$ cat config.mk
export PLATFORM = sky130hd
export DESIGN_NAME = ifft_sdf_ctrl_flat
export DESIGN_NICKNAME = d
export VERILOG_FILES = /design/src/rtl/ifft_sdf_ctrl_if.sv /design/src/rtl/ifft_sdf_ctrl.sv /design/src/flat_wrapper.sv
export SDC_FILE = /design/constraint.sdc
export NUM_CORES = 1
export LEC_CHECK = 0
export BUFFER_PORTS_ARGS = -buffer_cell sky130_fd_sc_hd__buf_2
export CORE_ASPECT_RATIO = 0.9
export CORE_MARGIN = 5
export CORE_UTILIZATION = 47
export CTS_BUF_LIST = sky130_fd_sc_hd__clkbuf_2 sky130_fd_sc_hd__clkbuf_4 sky130_fd_sc_hd__clkbuf_8
export CTS_CLUSTER_SIZE = 16
export DETAILED_ROUTE_END_ITERATION = 10
export GPL_ROUTABILITY_DRIVEN = 0
export GPL_TIMING_DRIVEN = 1
export PLACE_DENSITY = 0.72
export SLEW_MARGIN = 25
export SYNTH_ARGS = -nofsm -noshare
export SYNTH_HDL_FRONTEND = slang
export SYNTH_SLANG_ARGS = --single-unit
$ cat constraint.sdc
create_clock -name clk -period 1.5 [get_ports clk]
set_input_delay 0.375 -clock clk [delete_from_list [all_inputs] [get_ports clk]]
set_output_delay 0.375 -clock clk [all_outputs]
set_load 0.1 [all_outputs]
$ cat src/rtl/ifft_sdf_ctrl_if.sv
// ifft_sdf_ctrl_if: sample strobes into the sequencer, stage controls and output framing out
interface ifft_sdf_ctrl_if;
  logic in_valid, in_first;
  logic [4:0] stage_en, bf_sel;
  logic [19:0] tw_addr;
  logic out_valid, out_first;
  logic [4:0] out_idx;
  logic err_sync;
  modport master (output in_valid, in_first, input stage_en, bf_sel, tw_addr, out_valid, out_first, out_idx, err_sync);
  modport slave (input in_valid, in_first, output stage_en, bf_sel, tw_addr, out_valid, out_first, out_idx, err_sync);
endinterface

$ cat src/rtl/ifft_sdf_ctrl.sv
// ifft_sdf_ctrl: 32-point R2SDF IFFT sequencer; define IFFT_SYNC_CHECK_EN for in_first resync and err_sync
module ifft_sdf_ctrl #(parameter int STAGE_LAT = 1) (
  input logic clk,
  input logic rst,
  ifft_sdf_ctrl_if.slave bus
);
  logic [4:0] v, f, vo, fo, bf, primed;
  logic [4:0] c [5];
  logic [4:0] cur [5];
  logic [4:0] pc [5];
  logic [4:0] pv [STAGE_LAT];
  logic [4:0] pf [STAGE_LAT];
  logic [19:0] tw;
  logic [4:0] k, kc;
  logic f0, err, ov, of;
`ifdef IFFT_SYNC_CHECK_EN
  assign f0 = v[0] & bus.in_first;
  // sticky flag: frame start seen while stage 0 is mid-frame
  always_ff @(posedge clk or negedge rst)
    if (!rst) err <= 1'b0;
    else if (f0 && c[0] != 5'd0) err <= 1'b1;
`else
  logic seen;
  assign f0 = v[0] & bus.in_first & ~seen;
  assign err = 1'b0;
  // only the first valid after reset may carry a frame start
  always_ff @(posedge clk or negedge rst)
    if (!rst) seen <= 1'b0;
    else if (v[0]) seen <= 1'b1;
`endif
  assign v = {pv[STAGE_LAT-1][3:0], bus.in_valid & rst};
  assign f = {pf[STAGE_LAT-1][3:0], f0};
  assign ov = pv[STAGE_LAT-1][4];
  assign of = pf[STAGE_LAT-1][4];
  assign kc = of ? 5'd0 : k;
  // per-stage phase select, twiddle address and output framing for the current sample
  always_comb begin
    tw = '0;
    for (int s = 0; s < 5; s++) begin
      primed[s] = pc[s] == 5'(16 >> s);
      cur[s] = f[s] ? 5'd0 : c[s];
      bf[s] = v[s] & cur[s][4-s];
      vo[s] = v[s] & primed[s];
      fo[s] = vo[s] & (c[s] == 5'(16 >> s));
      if (v[s] & ~bf[s] & primed[s]) tw[4*s +: 4] = 4'((cur[s] & 5'((16 >> s) - 1)) << s);
    end
  end
  // sample counters, priming counters and the inter-stage valid/first delay lines
  always_ff @(posedge clk or negedge rst)
    if (!rst) begin
      for (int s = 0; s < 5; s++) begin
        c[s] <= '0;
        pc[s] <= '0;
      end
      for (int i = 0; i < STAGE_LAT; i++) begin
        pv[i] <= '0;
        pf[i] <= '0;
      end
    end else begin
      for (int s = 0; s < 5; s++) begin
        if (v[s]) c[s] <= cur[s] + 5'd1;
        if (v[s] & ~primed[s]) pc[s] <= pc[s] + 5'd1;
      end
      pv[0] <= vo;
      pf[0] <= fo;
      for (int i = 1; i < STAGE_LAT; i++) begin
        pv[i] <= pv[i-1];
        pf[i] <= pf[i-1];
      end
    end
  // output sample counter, restarted by each output frame start
  always_ff @(posedge clk or negedge rst)
    if (!rst) k <= '0;
    else if (ov) k <= kc + 5'd1;
  assign bus.stage_en = v;
  assign bus.bf_sel = bf;
  assign bus.tw_addr = tw;
  assign bus.out_valid = ov;
  assign bus.out_first = of;
  assign bus.out_idx = ov ? {kc[0], kc[1], kc[2], kc[3], kc[4]} : 5'd0;
  assign bus.err_sync = err;
endmodule

$ cat src/flat_wrapper.sv
// flat-port wrapper written by rule: the top's interface ports become plain ports
module ifft_sdf_ctrl_flat 
#(parameter int STAGE_LAT = 1)
  (clk, rst, bus_in_valid, bus_in_first, bus_stage_en, bus_bf_sel, bus_tw_addr, bus_out_valid, bus_out_first, bus_out_idx, bus_err_sync);
  ifft_sdf_ctrl_if bus_i ();
  input logic clk;
  input logic rst;
  input wire logic [$bits(bus_i.in_valid)-1:0] bus_in_valid;
  input wire logic [$bits(bus_i.in_first)-1:0] bus_in_first;
  output wire logic [$bits(bus_i.stage_en)-1:0] bus_stage_en;
  output wire logic [$bits(bus_i.bf_sel)-1:0] bus_bf_sel;
  output wire logic [$bits(bus_i.tw_addr)-1:0] bus_tw_addr;
  output wire logic [$bits(bus_i.out_valid)-1:0] bus_out_valid;
  output wire logic [$bits(bus_i.out_first)-1:0] bus_out_first;
  output wire logic [$bits(bus_i.out_idx)-1:0] bus_out_idx;
  output wire logic [$bits(bus_i.err_sync)-1:0] bus_err_sync;
  assign bus_i.in_valid = bus_in_valid;
  assign bus_i.in_first = bus_in_first;
  assign bus_stage_en = bus_i.stage_en;
  assign bus_bf_sel = bus_i.bf_sel;
  assign bus_tw_addr = bus_i.tw_addr;
  assign bus_out_valid = bus_i.out_valid;
  assign bus_out_first = bus_i.out_first;
  assign bus_out_idx = bus_i.out_idx;
  assign bus_err_sync = bus_i.err_sync;
  ifft_sdf_ctrl #(.STAGE_LAT(STAGE_LAT)) u_core (.clk(clk), .rst(rst), .bus(bus_i));
endmodule
Word level (Yosys, flattened, before mapping)

Index checks and enable logic that the tools add are counted.

Bits in read-only memories: 0
Register bits: 66
Input port bits: 4
Memory bits (writable): 0
Word-level logic and storage cells: 87
Output and inout bits: 38
Memories kept: 0
Bits in latches: 0

Reductions and logical operators: 0
Add/sub/neg operators: 11
Muxes and demuxes: 11
$lt $le $gt $ge: 0
Div/mod/pow operators: 0
Eq/ne operators: 10
$mul: 0
Bitwise logic cells: 41
Shifts and indexed selects: 0

Operator list:

| cell                  | count |
|---|---|
| $add A5 B1 Y5 const B | 11 |
| $mux W5               | 7 |
| $and A1 B1 Y1         | 31 |
| $mux W4               | 4 |
| $eq A5 B1 Y1 const B  | 2 |
| $eq A5 B2 Y1 const B  | 2 |
| $eq A5 B3 Y1 const B  | 2 |
| $eq A5 B4 Y1 const B  | 2 |
| $eq A5 B5 Y1 const B  | 2 |
| $not A1 Y1            | 10 |

Longest topological paths before layout

Gate-level depths: netlist (run 1).

Depth after elaboration: 9
Mapped depth: 8
Depth with buffers taken out: 7

Worst setup path before layout (run 1)

OpenSTA, ideal clock, no wires.

Kind: reg-to-output
Start: register u_core.pv[0] (netlist bit)
End: output port bus_tw_addr[5]
Arrival time: 4.550 ns
Required time: 1.125 ns
Setup slack: -3.425 ns
Stages on the path, launching flop included: 4
Cell sequence: dfrtp_1 > inv_1 > or2_4 > nor4b_1

Longest elaborated chain between the ends: 5

RTL lines:

| item                             | line                | text |
|---|---|---|
| start: declaration               | ifft_sdf_ctrl.sv:11 | `logic [4:0] pv [STAGE_LAT];` |
| start signal: indexed assignment | ifft_sdf_ctrl.sv:67 | `pv[i] <= pv[i-1];` |
| $and A1 B1 Y1                    | ifft_sdf_ctrl.sv:42 | `bf[s] = v[s] & cur[s][4-s];` |
| $not A1 Y1                       | ifft_sdf_ctrl.sv:45 | `if (v[s] & ~bf[s] & primed[s]) tw[4*s +: 4] = 4'((cur[s] & 5'((16 >> s) - 1)) << s);` |
| $and A1 B1 Y1 (*) (2 in a row)   | ifft_sdf_ctrl.sv:45 |  |
| $mux W4 (*)                      | ifft_sdf_ctrl.sv:45 |  |
| end: declaration                 | flat_wrapper.sv:12  | `output wire logic [$bits(bus_i.tw_addr)-1:0] bus_tw_addr;` |

Mark *: on every way between the ends. The rest lies on a longest branch, timed or not.

Final worst setup path (run 1)

Start: register u_core.pc[15] (netlist bit)
End: output port bus_tw_addr[5]

Longest elaborated chain between the ends: 3

RTL lines:

| item                             | line                | text |
|---|---|---|
| start: declaration               | ifft_sdf_ctrl.sv:10 | `logic [4:0] pc [5];` |
| start signal: indexed assignment | ifft_sdf_ctrl.sv:62 | `if (v[s] & ~primed[s]) pc[s] <= pc[s] + 5'd1;` |
| $eq A5 B4 Y1                     | ifft_sdf_ctrl.sv:40 | `primed[s] = pc[s] == 5'(16 >> s);` |
| $and A1 B1 Y1                    | ifft_sdf_ctrl.sv:45 |  |
| $mux W4                          | ifft_sdf_ctrl.sv:45 |  |

Every way passes these cells.

==> results.cfg, run 1 <==
[floorplanning]
ios = 42
core_area_um2 = 7080
row_count = 29
start_util = 0.485
die_y_um = 91.1
die_x_um = 100
die_area_um2 = 9120

[finish]
nets = 469
multi_input_area_um2 = 2030
drive_above_1_share = 0.458
antennaDiodeCount = 0
finalInstanceArea_um2 = 5380
final_cell_mix = buf_4, dfrtp_1, buf_12
fill_cells = 438
instances_no_fill = 547
seq_area_um2 = 1680
layout_commonest_cell = buf_4
area_growth_pct = 56.8

[timing]
whs_ps = 103
period_needed_ps = 2190
hold_violations = 0
rsz0062_at_grt = true
clock.fmax_mhz = 457
finalMaxSlewViolations = 0
clock_skew_ps = 8.63
fin_tns_setup_ps = -9050
final.setup.worst_slack_ps = -687
setup_viol = 27
period_share = 1.46
tightest_slew_ps = 484
maxSlewHeadroom = 0.673

[synth]
netlist_instances = 332
synth.avg_cell_area_um2 = 10.3
async_reset_ff_frac = 1.00
yosysSeqAreaShare = 0.481
synth-edff-count = 0
synthTopCellsByArea = dfrtp_1, ha_1, nor2b_1, xnor2_1, mux2i_1
synth_top_area_share = 0.481
synth_flop_cell = dfrtp_1
netlist_area_um2 = 3430
ys_warn_count = 0
ys_types = 45
synth_area_leader_cell = dfrtp_1
yosys_register_bits = 66

[run_status]
violations = negative setup slack
status = finished with violations

[detailed_routing]
drcViolationCount = 0
postRouteAntennaNets = 0
num_vias = 2913
finalWirelength_mm = 8.49
first_pass_iters = 4
routed_via_density = 5.33
wl_per_cell_um = 15.5
drt_iter0_markers = 104

[critical_path]
crit_path_start_kind = flop
critPathMaxFanout = 4
arrival_ps = 1810
slowest_stage = dfrtp_1
critical_path_class = flop to output port
cp-end-kind = output port
required_ps = 1120
path_cells = inv_1 -> ha_1 -> nand4bb_1 -> or2_4 -> nor4b_4 -> buf_12
crit_path_max_incr_delay_ps = 380

[pwr]
power_leakage_nw = 2.47
worst_ir_drop_vdd_mv = 0.628
power.density_nw_per_um2 = 867

[clock_tree]
cts_hold_buf = 0
htreeDepth = 3
clockRootBuffer = clkbuf_8
clk_latency_ps = 340
cts_made_buffers = 9
cts.sink_count = 66
cts_tree = yes
clockBufferDepth = 2
path_clk_slew_ps = 70

[job]
maxCapViolCount = 0

[placed_design]
placed_area_um2 = 4620
dp.cells = 497
dp_hpwl_mm = 5.40
port_buffers = 30

[global_route]
grt_max_degree = 37
overflow = 0
grt_pass1_vias = 2979
grt_first_pass_wirelength_mm = 13.7
antenna_found_initial = 0
grt_usage = 0.186

[hold_path]
min_path_type = input pin to asynchronous set/reset pin
per-layer routing:
layer / vias up / share of wire / global-route usage
met1: 1443 / 0.39 / 0.214
met4: 0 / 0.017 / 0.0651
met3: 14 / 0.051 / 0.0506
met5: - / 0 / 0
li1: 1382 / - / -
met2: 74 / 0.54 / 0.331
cell type report:
cell class                      count  area share
Multi-Input combinational cell    235       0.378
Sequential cell                    66       0.311
Timing Repair Buffer              115       0.234
Clock buffer                       13      0.0298
Tap cell                           93      0.0216
Inverter                           22      0.0177
Clock inverter                      3     0.00744
synth_stat cells, types with 6 or more instances:
cell / number
ha_1: 16
o21ai_0: 8
nor2_1: 12
xnor2_1: 14
dfrtp_1: 66
nand4_1: 10
nor3_1: 7
nand2b_1: 7
nor4b_1: 7
inv_1: 22
nor2b_1: 21
nand2_1: 16
mux2i_1: 11
mux2_2: 7
o22ai_1: 6
and2_1: 12
buf_4: 11
a21oi_1: 12
nand3_1: 16
final timing paths:
| check | startpoint | end | slack [ps] | cells past startpoint |
|---|---|---|---|---|
| hold / removal | rst | u_core.pc[21] | 100 | 2 |
| setup reg to reg | u_core.pc[5] | u_core.pf[3] | -40 | 6 |
| hold reg to reg | u_core.pc[19] | u_core.pc[19] | 470 | 1 |
| setup / recovery | u_core.pc[15] | bus_tw_addr[5] | -690 | 6 |
| min in group clk | u_core.pc[19] | u_core.pc[19] | 470 | 1 |
| max in group asynchronous | rst | u_core.pv[3] | 540 | 3 |
timing repair:
action,4_1_cts,5_1_grt
pin swaps,9,15
buffers inserted,19,22
endpoints found under the setup margin,30,45
gates resized for setup,31,40
report_power, final:
part	internal (mW)	switching, mW	leakage (nW)
clock network	0.864	0.637	0.108
logic	0.514	0.575	1.49
registers	1.93	0.148	0.879
total	3.31	1.36	2.47
worst max-delay path: cells and delay by family (launching register included):
| kind | cells | cell delay (ps) |
|---|---|---|
| buf+inv | 2 | 280 |
| fa+ha+maj | 1 | 140 |
| simple gates | 3 | 680 |
| flops | 1 | 380 |
state kept, by name (all words and copies together), names as in the netlist:
| signal | count |
|---|---|
| u_core.pf | 5 |
| u_core.pc | 25 |
| u_core.k | 5 |
| u_core.c | 25 |
| u_core.seen | 1 |
| u_core.pv | 5 |
cell families (layout without fill, tap and decap cells):
family / after synthesis / count (layout) / synth area share
XOR/XNOR: 14 / 14 / 0.0357
buffers and inverters: 41 / 153 / 0.0576
AO/OA/AOI/OAI: 46 / 46 / 0.0875
multiplexers: 18 / 18 / 0.0550
adder cells (fa/ha/maj): 16 / 16 / 0.0583
other: 1 / 11 / 0.00109
AND/OR/NAND/NOR: 130 / 130 / 0.224
flip-flops: 66 / 66 / 0.481
per-stage QoR:
step,setup slack [ps],util,power (mW)
5_1_grt,-817,0.761,4.94
6_report,-687,0.761,4.67
4_1_cts,-725,0.718,4.59
3_5_place_dp,-358,0.653,2.97
3_3_place_gp,-331,0.653,2.93
2_1_floorplan,-936,-,2.65
Power figures use the tool's default switching activity.
==> inputs of run 2 (changes only) <==
--- a/config.mk
+++ b/config.mk
@@ -8,13 +8,14 @@
 export BUFFER_PORTS_ARGS = -buffer_cell sky130_fd_sc_hd__buf_2
 export CORE_ASPECT_RATIO = 0.9
 export CORE_MARGIN = 5
-export CORE_UTILIZATION = 47
+export CORE_UTILIZATION = 30
 export CTS_BUF_LIST = sky130_fd_sc_hd__clkbuf_2 sky130_fd_sc_hd__clkbuf_4 sky130_fd_sc_hd__clkbuf_8
 export CTS_CLUSTER_SIZE = 16
 export DETAILED_ROUTE_END_ITERATION = 10
 export GPL_ROUTABILITY_DRIVEN = 0
 export GPL_TIMING_DRIVEN = 1
-export PLACE_DENSITY = 0.72
+export PLACE_DENSITY = 0.51
+export SETUP_SLACK_MARGIN = 0.2
 export SLEW_MARGIN = 25
 export SYNTH_ARGS = -nofsm -noshare
 export SYNTH_HDL_FRONTEND = slang
==> run 2 against run 1 <==
Compared with the run above:
- the run still ends with negative setup slack left
- maximum frequency is 1.8% lower
- flip-flop and latch count stayed put
- worst setup slack worse by 40 ps
- count of clock-buffer cells in the layout stayed put
- combinational power increased by 12%
- sequential power barely moved
- via count down 3.0%
- register-to-register slack worse by 70 ps
- routed wire length fell by 5.1%
- clock skew about the same
- clock power rose by 15%
- largest cell class unchanged
- largest power group unchanged
==> results.cfg, run 2 (synthesis gave the netlist of run 1 again) <==
[clock_tree]
clockRootBuffer = clkbuf_8
clockBufferDepth = 2
clk_latency_ps = 350
cts_made_buffers = 9
htreeDepth = 3
path_clk_slew_ps = 70
cts_hold_buf = 0
cts.sink_count = 66
cts_tree = yes

[global_route]
grt_pass1_vias = 2883
grt_first_pass_wirelength_mm = 13.2
antenna_found_initial = 0
overflow = 0
grt_usage = 0.120
grt_max_degree = 67

[hold_path]
min_path_type = input pin to asynchronous set/reset pin

[finish]
drive_above_1_share = 0.539
fill_cells = 1022
final_cell_mix = buf_4, dfrtp_1, buf_6
reg_top3 = u_core.c (25), u_core.pc (25)
area_growth_pct = 71.5
finalInstanceArea_um2 = 5890
layout_commonest_cell = buf_4
finish.utilization = 0.519
antennaDiodeCount = 0
nets = 482

[floorplanning]
die_y_um = 111
core_area_um2 = 11300
start_util = 0.303
die_area_um2 = 13700
die_x_um = 123
row_count = 37
ios = 42

[timing]
period_needed_ps = 2230
rsz0062_at_grt = true
final.setup.worst_slack_ps = -727
hold_violations = 0
finalMaxSlewViolations = 0
whs_ps = 348
clock.fmax_mhz = 449
tightest_slew_ps = 856
clock_skew_ps = 9.01
setup_viol = 29
maxSlewHeadroom = 0.429
period_share = 1.48

[critical_path]
critical_path_class = flop to output port
crit_path_start_kind = flop
critPathMaxFanout = 4
slowest_stage = dfrtp_1
r2r_slack_ps = -110
required_ps = 1120
path_cells = inv_2 -> ha_4 -> nand4bb_4 -> nor4_2 -> buf_4 -> and2_4 -> buf_12
crit_path_max_incr_delay_ps = 390
cp-end-kind = output port
arrival_ps = 1850

[detailed_routing]
wl_per_cell_um = 12.9
drcViolationCount = 0
postRouteAntennaNets = 0
finalWirelength_mm = 8.05
first_pass_iters = 4
drt_iter0_markers = 106
routed_via_density = 4.54
num_vias = 2825

[pwr]
worst_ir_drop_vdd_mv = 0.556
power.density_nw_per_um2 = 852
total_power_mw = 5.02
power_leakage_nw = 2.61

[job]
maxCapViolCount = 0

[run_status]
violations = negative setup slack
status = finished with violations

[placed_design]
port_buffers = 30
dp_slack_ps = -402
dp_hpwl_mm = 5.16
placed_area_um2 = 4790
==> run 2: cell types whose count changed in the layout (fill, tap and decap cells not counted), moves of 4 or more <==
cell / before / now
buf_4: 72 / 65
buf_6: 12 / 31
dfrtp_1: 59 / 55
dfrtp_2: 1 / 5
ha_1: 9 / 5
nand3_1: 13 / 9
nand3_2: 2 / 6
==> run 2: critical path: cells and delay by family (launching register included) <==
family / cells / cell delay, ps
adders and majority gates: 1 / 150
buffers and inverters: 3 / 410
DFF: 1 / 390
and+or+nand+nor: 3 / 550
==> run 2: timing repair <==
item | 4_1_cts | 5_1_grt
setup endpoints to repair | 58 | 64
pin swaps | 16 | 21
buffers inserted | 26 | 16
gates resized for setup | 76 | 47
==> run 2: through the flow <==
step	TNS, ps	std cells
floorplan	-7470	342
global placement	-4600	565
detailed placement	-4490	565
CTS	-10410	606
global route	-12320	622
finish	-9790	622
==> run 2: worst paths after layout <==
path	start	endpoint	cells after the start
worst max-delay path	u_core.pc[21]	bus_tw_addr[3]	7
worst min-delay path	rst	u_core.pc[21]	3
worst max register to register	u_core.pc[10]	u_core.pc[11]	7
worst min register to register	u_core.c[19]	u_core.pf[1]	1
max in group asynchronous	rst	u_core.pf[4]	3
min in group clk	bus_in_valid	u_core.pc[22]	4
==> run 2: metal layers <==
metal | track usage | vias to the layer above | share of wire | routed length [um]
li1 | - | 1398 | - | -
met1 | 0.151 | 1381 | 0.46 | 3710
met2 | 0.190 | 36 | 0.48 | 3890
met4 | 0.0418 | 0 | 0.014 | 109
met3 | 0.0427 | 10 | 0.042 | 339
met5 | 0 | - | 0 | 0
==> run 2: area by class of cell <==
class | count | area [um2] | share of cell area
inverters | 22 | 95.1 | 0.0161
multi-input cells | 235 | 2240 | 0.380
clock inverters | 2 | 60.1 | 0.0102
flip-flops and latches | 66 | 1680 | 0.285
well taps | 156 | 195 | 0.0331
clock buffers | 13 | 166 | 0.0283
repair buffers | 128 | 1450 | 0.247
==> run 2: power breakdown <==
group          internal, mW  leakage (nW)  switching, mW
Sequential             1.93         0.872          0.146
Combinational         0.600          1.62          0.617
Clock                  1.06         0.117          0.671
Total                  3.59          2.61           1.43
==> inputs of run 3 (changes only) <==
--- a/config.mk
+++ b/config.mk
@@ -5,6 +5,7 @@
 export SDC_FILE = /design/constraint.sdc
 export NUM_CORES = 1
 export LEC_CHECK = 0
+export ABC_AREA = 1
 export BUFFER_PORTS_ARGS = -buffer_cell sky130_fd_sc_hd__buf_2
 export CORE_ASPECT_RATIO = 0.9
 export CORE_MARGIN = 5
@@ -14,7 +15,7 @@
 export DETAILED_ROUTE_END_ITERATION = 10
 export GPL_ROUTABILITY_DRIVEN = 0
 export GPL_TIMING_DRIVEN = 1
-export PLACE_DENSITY = 0.51
+export PLACE_DENSITY = 0.5
 export SETUP_SLACK_MARGIN = 0.2
 export SLEW_MARGIN = 25
 export SYNTH_ARGS = -nofsm -noshare
==> constraint.sdc (replaced) <==
create_clock -name clk -period 2.81 [get_ports clk]
set_input_delay 0.7025 -clock clk [delete_from_list [all_inputs] [get_ports clk]]
set_output_delay 0.7025 -clock clk [all_outputs]
set_load 0.1 [all_outputs]
==> run 3 against run 2 <==
Compared with the run above:
- the run now ends clean
- die area grew 0.56%
- clock power shrank 43%
- routed wire length shrank 17%
- worst setup slack gained 1000 ps
- via count shrank 7.1%
- utilization shrank 13 points
- non-clock buffer count shrank 92
- count of clock-buffer cells in the layout shrank 3
- critical path depth grew 2
- design area shrank 25%
- register-to-register slack gained 1300 ps
- critical path type unchanged
==> results.cfg, run 3 <==
[clock_tree]
clk_latency_ps = 330
htreeDepth = 3
cts_made_buffers = 9
clockRootBuffer = clkbuf_8
cts.sink_count = 66
clockBufferDepth = 2
cts_tree = yes
path_clk_slew_ps = 70
cts_hold_buf = 0

[critical_path]
cp-end-kind = output port
crit_path_start_kind = flop
arrival_ps = 1800
rr_startpoint = u_core.seen
critical_path_class = flop to output port
critPathLaunch = u_core.pc[10]
r2r_slack_ps = 1180
required_ps = 2110
critPathMaxFanout = 3

[floorplanning]
die_x_um = 123
start_util = 0.305
core_area_um2 = 11300
row_count = 37
die_area_um2 = 13800
die_y_um = 112
ios = 42

[timing]
finalMaxSlewViolations = 0
tightest_slew_ps = 841
maxSlewHeadroom = 0.440
setup_viol = 0
period_needed_ps = 2500
whs_ps = 426
clock_skew_ps = 9.91
period_share = 0.890
hold_violations = 0
rsz0062_at_grt = true
fin_tns_setup_ps = 0
clock.fmax_mhz = 400

[pwr]
swShare = 0.297
power_leakage_nw = 1.94
power.density_nw_per_um2 = 581
comb_power_share = 0.170
p_sw_mw = 0.759
power.internal_mw = 1.79
pwr-share-seq = 0.445
worst_ir_drop_vdd_mv = 0.227
clockPowerShare = 0.385

[global_route]
grt_first_pass_wirelength_mm = 11.5
overflow = 0
grt_max_degree = 67
antenna_found_initial = 0
grt_usage = 0.103
grt_pass1_vias = 2567

[hold_path]
min_path_type = flop to flop
min_from = u_core.c[4]

[finish]
layout_commonest_cell = nand2_1
reg_top3 = u_core.c (25), u_core.pc (25)
area_growth_pct = 27.0
drive_above_1_share = 0.265
final_cell_mix = nand2_1, dfrtp_1, inv_1
antennaDiodeCount = 0
nets = 464

[synth]
synthTopCellsByArea = dfrtp_1, nand2_1, ha_1, inv_1, xor2_1
synth.avg_cell_area_um2 = 8.59
yosys.area_share.adder = 0.0580
synth_top_family_by_area = simple AND/OR/NAND/NOR gates
ys_types = 32
netlist_area_um2 = 3450
synthMuxAreaShare = 0
yosysSeqAreaShare = 0.478
synth_flop_cell = dfrtp_1
netlist_instances = 402
synth_compound_area_frac = 0.0511
ys_warn_count = 0
async_reset_ff_frac = 1.00
synth_commonest_cells = nand2_1, dfrtp_1, inv_1, nor2_1, nand3_1
synth-edff-count = 0
yosys.cell_count.top_type = nand2_1
synth_top_area_share = 0.478
synth-xor-area-share = 0.0659
post_synth_and_or_nand_nor_area_fraction = 0.251
synth_area_leader_cell = dfrtp_1
yosys_register_bits = 66

[run_status]
status = completed

[detailed_routing]
drt_iter0_markers = 161
routed_via_density = 4.34
first_pass_iters = 5
postRouteAntennaNets = 0
finalWirelength_mm = 6.67
num_vias = 2624
wl_per_cell_um = 11.0
drcViolationCount = 0

[placed_design]
port_buffers = 30
dp_hpwl_mm = 4.87

[job]
maxCapViolCount = 0
[run 3: cell types whose count changed after synthesis, sizes merged, moves of 6 or more]
cell    change
nor4b       -7
xor2       +17
o21ai      +12
nor2       +30
o22ai       -6
mux2        -7
mux2i      -11
nor2b      -21
nand3       +8
inv        +35
nor3       +15
nand2      +67
and2       -11
nand2b      -7
[run 3: cell type report]
| type | instances | area, um2 |
|---|---|---|
| Tap cell | 156 | 195 |
| Multi-Input combinational cell | 272 | 1730 |
| Timing Repair Buffer | 36 | 330 |
| Sequential cell | 66 | 1660 |
| Clock inverter | 6 | 114 |
| Inverter | 59 | 223 |
| Clock buffer | 10 | 138 |
| Fill cell | 1150 | 6950 |
[run 3: critical path, stage by stage (launching register included)]
cell	delay (ps)
dfrtp_1	410
inv_2	90
ha_4	120
nand2_2	50
inv_2	70
nand3_4	70
nor2_4	130
nand2_4	70
nor3_4	250
buf_12	210
[run 3: logic make-up (layout without fill, tap and decap cells)]
logic type,after synthesis,in the layout
AO/OA/AOI/OAI,33,33
XOR/XNOR,26,26
adder cells (fa/ha/maj),16,16
buffers and inverters,74,111
flip-flops,66,66
other,1,11
AND/OR/NAND/NOR,186,186
[run 3: final timing paths]
path / end / depth (start not counted)
max: bus_tw_addr[10] / 9
min: u_core.pf[4] / 1
max reg2reg: u_core.c[24] / 9
min reg2reg: u_core.pf[4] / 1
max in group asynchronous: u_core.pv[0] / 2
min in group asynchronous: u_core.c[6] / 2
[run 3: power by group through the flow]
stage	Combinational [mW]	Clock, mW	Sequential (mW)
2_1_floorplan	0.351	0	1.13
3_3_place_gp	0.419	0	1.15
3_5_place_dp	0.426	0	1.15
4_1_cts	0.425	1.02	1.13
5_1_grt	0.494	1.07	1.15
6_report	0.434	0.982	1.14
[run 3: what timing repair did]
| action | in CTS | in global routing |
|---|---|---|
| setup endpoints to repair | 5 | 8 |
| pin swaps | 0 | 4 |
| setup buffers | 0 | 5 |
| hold endpoints to repair | 0 | 0 |
| gates resized for setup | 5 | 22 |
[run 3: through the flow]
stage | utilization | worst slack [ps] | cell area [um2] | power [mW] | cells
after floorplan | - | 205 | 3660 | 1.48 | 412
after global placement | 0.352 | 403 | 3990 | 1.57 | 584
final | 0.387 | 308 | 4390 | 2.55 | 605
after detailed placement | 0.352 | 367 | 3990 | 1.57 | 584
after CTS | 0.375 | 188 | 4260 | 2.57 | 600
after global routing | 0.387 | 188 | 4390 | 2.71 | 605
[run 3: metal layers]
| layer | share of wire | up-vias | global-route usage | routed length (um) |
|---|---|---|---|---|
| li1 | - | 1346 | - | - |
| met5 | 0 | - | 0 | 0 |
| met2 | 0.46 | 52 | 0.154 | 3050 |
| met4 | 0.0094 | 0 | 0.0325 | 63 |
| met1 | 0.48 | 1219 | 0.134 | 3190 |
| met3 | 0.054 | 7 | 0.0462 | 362 |
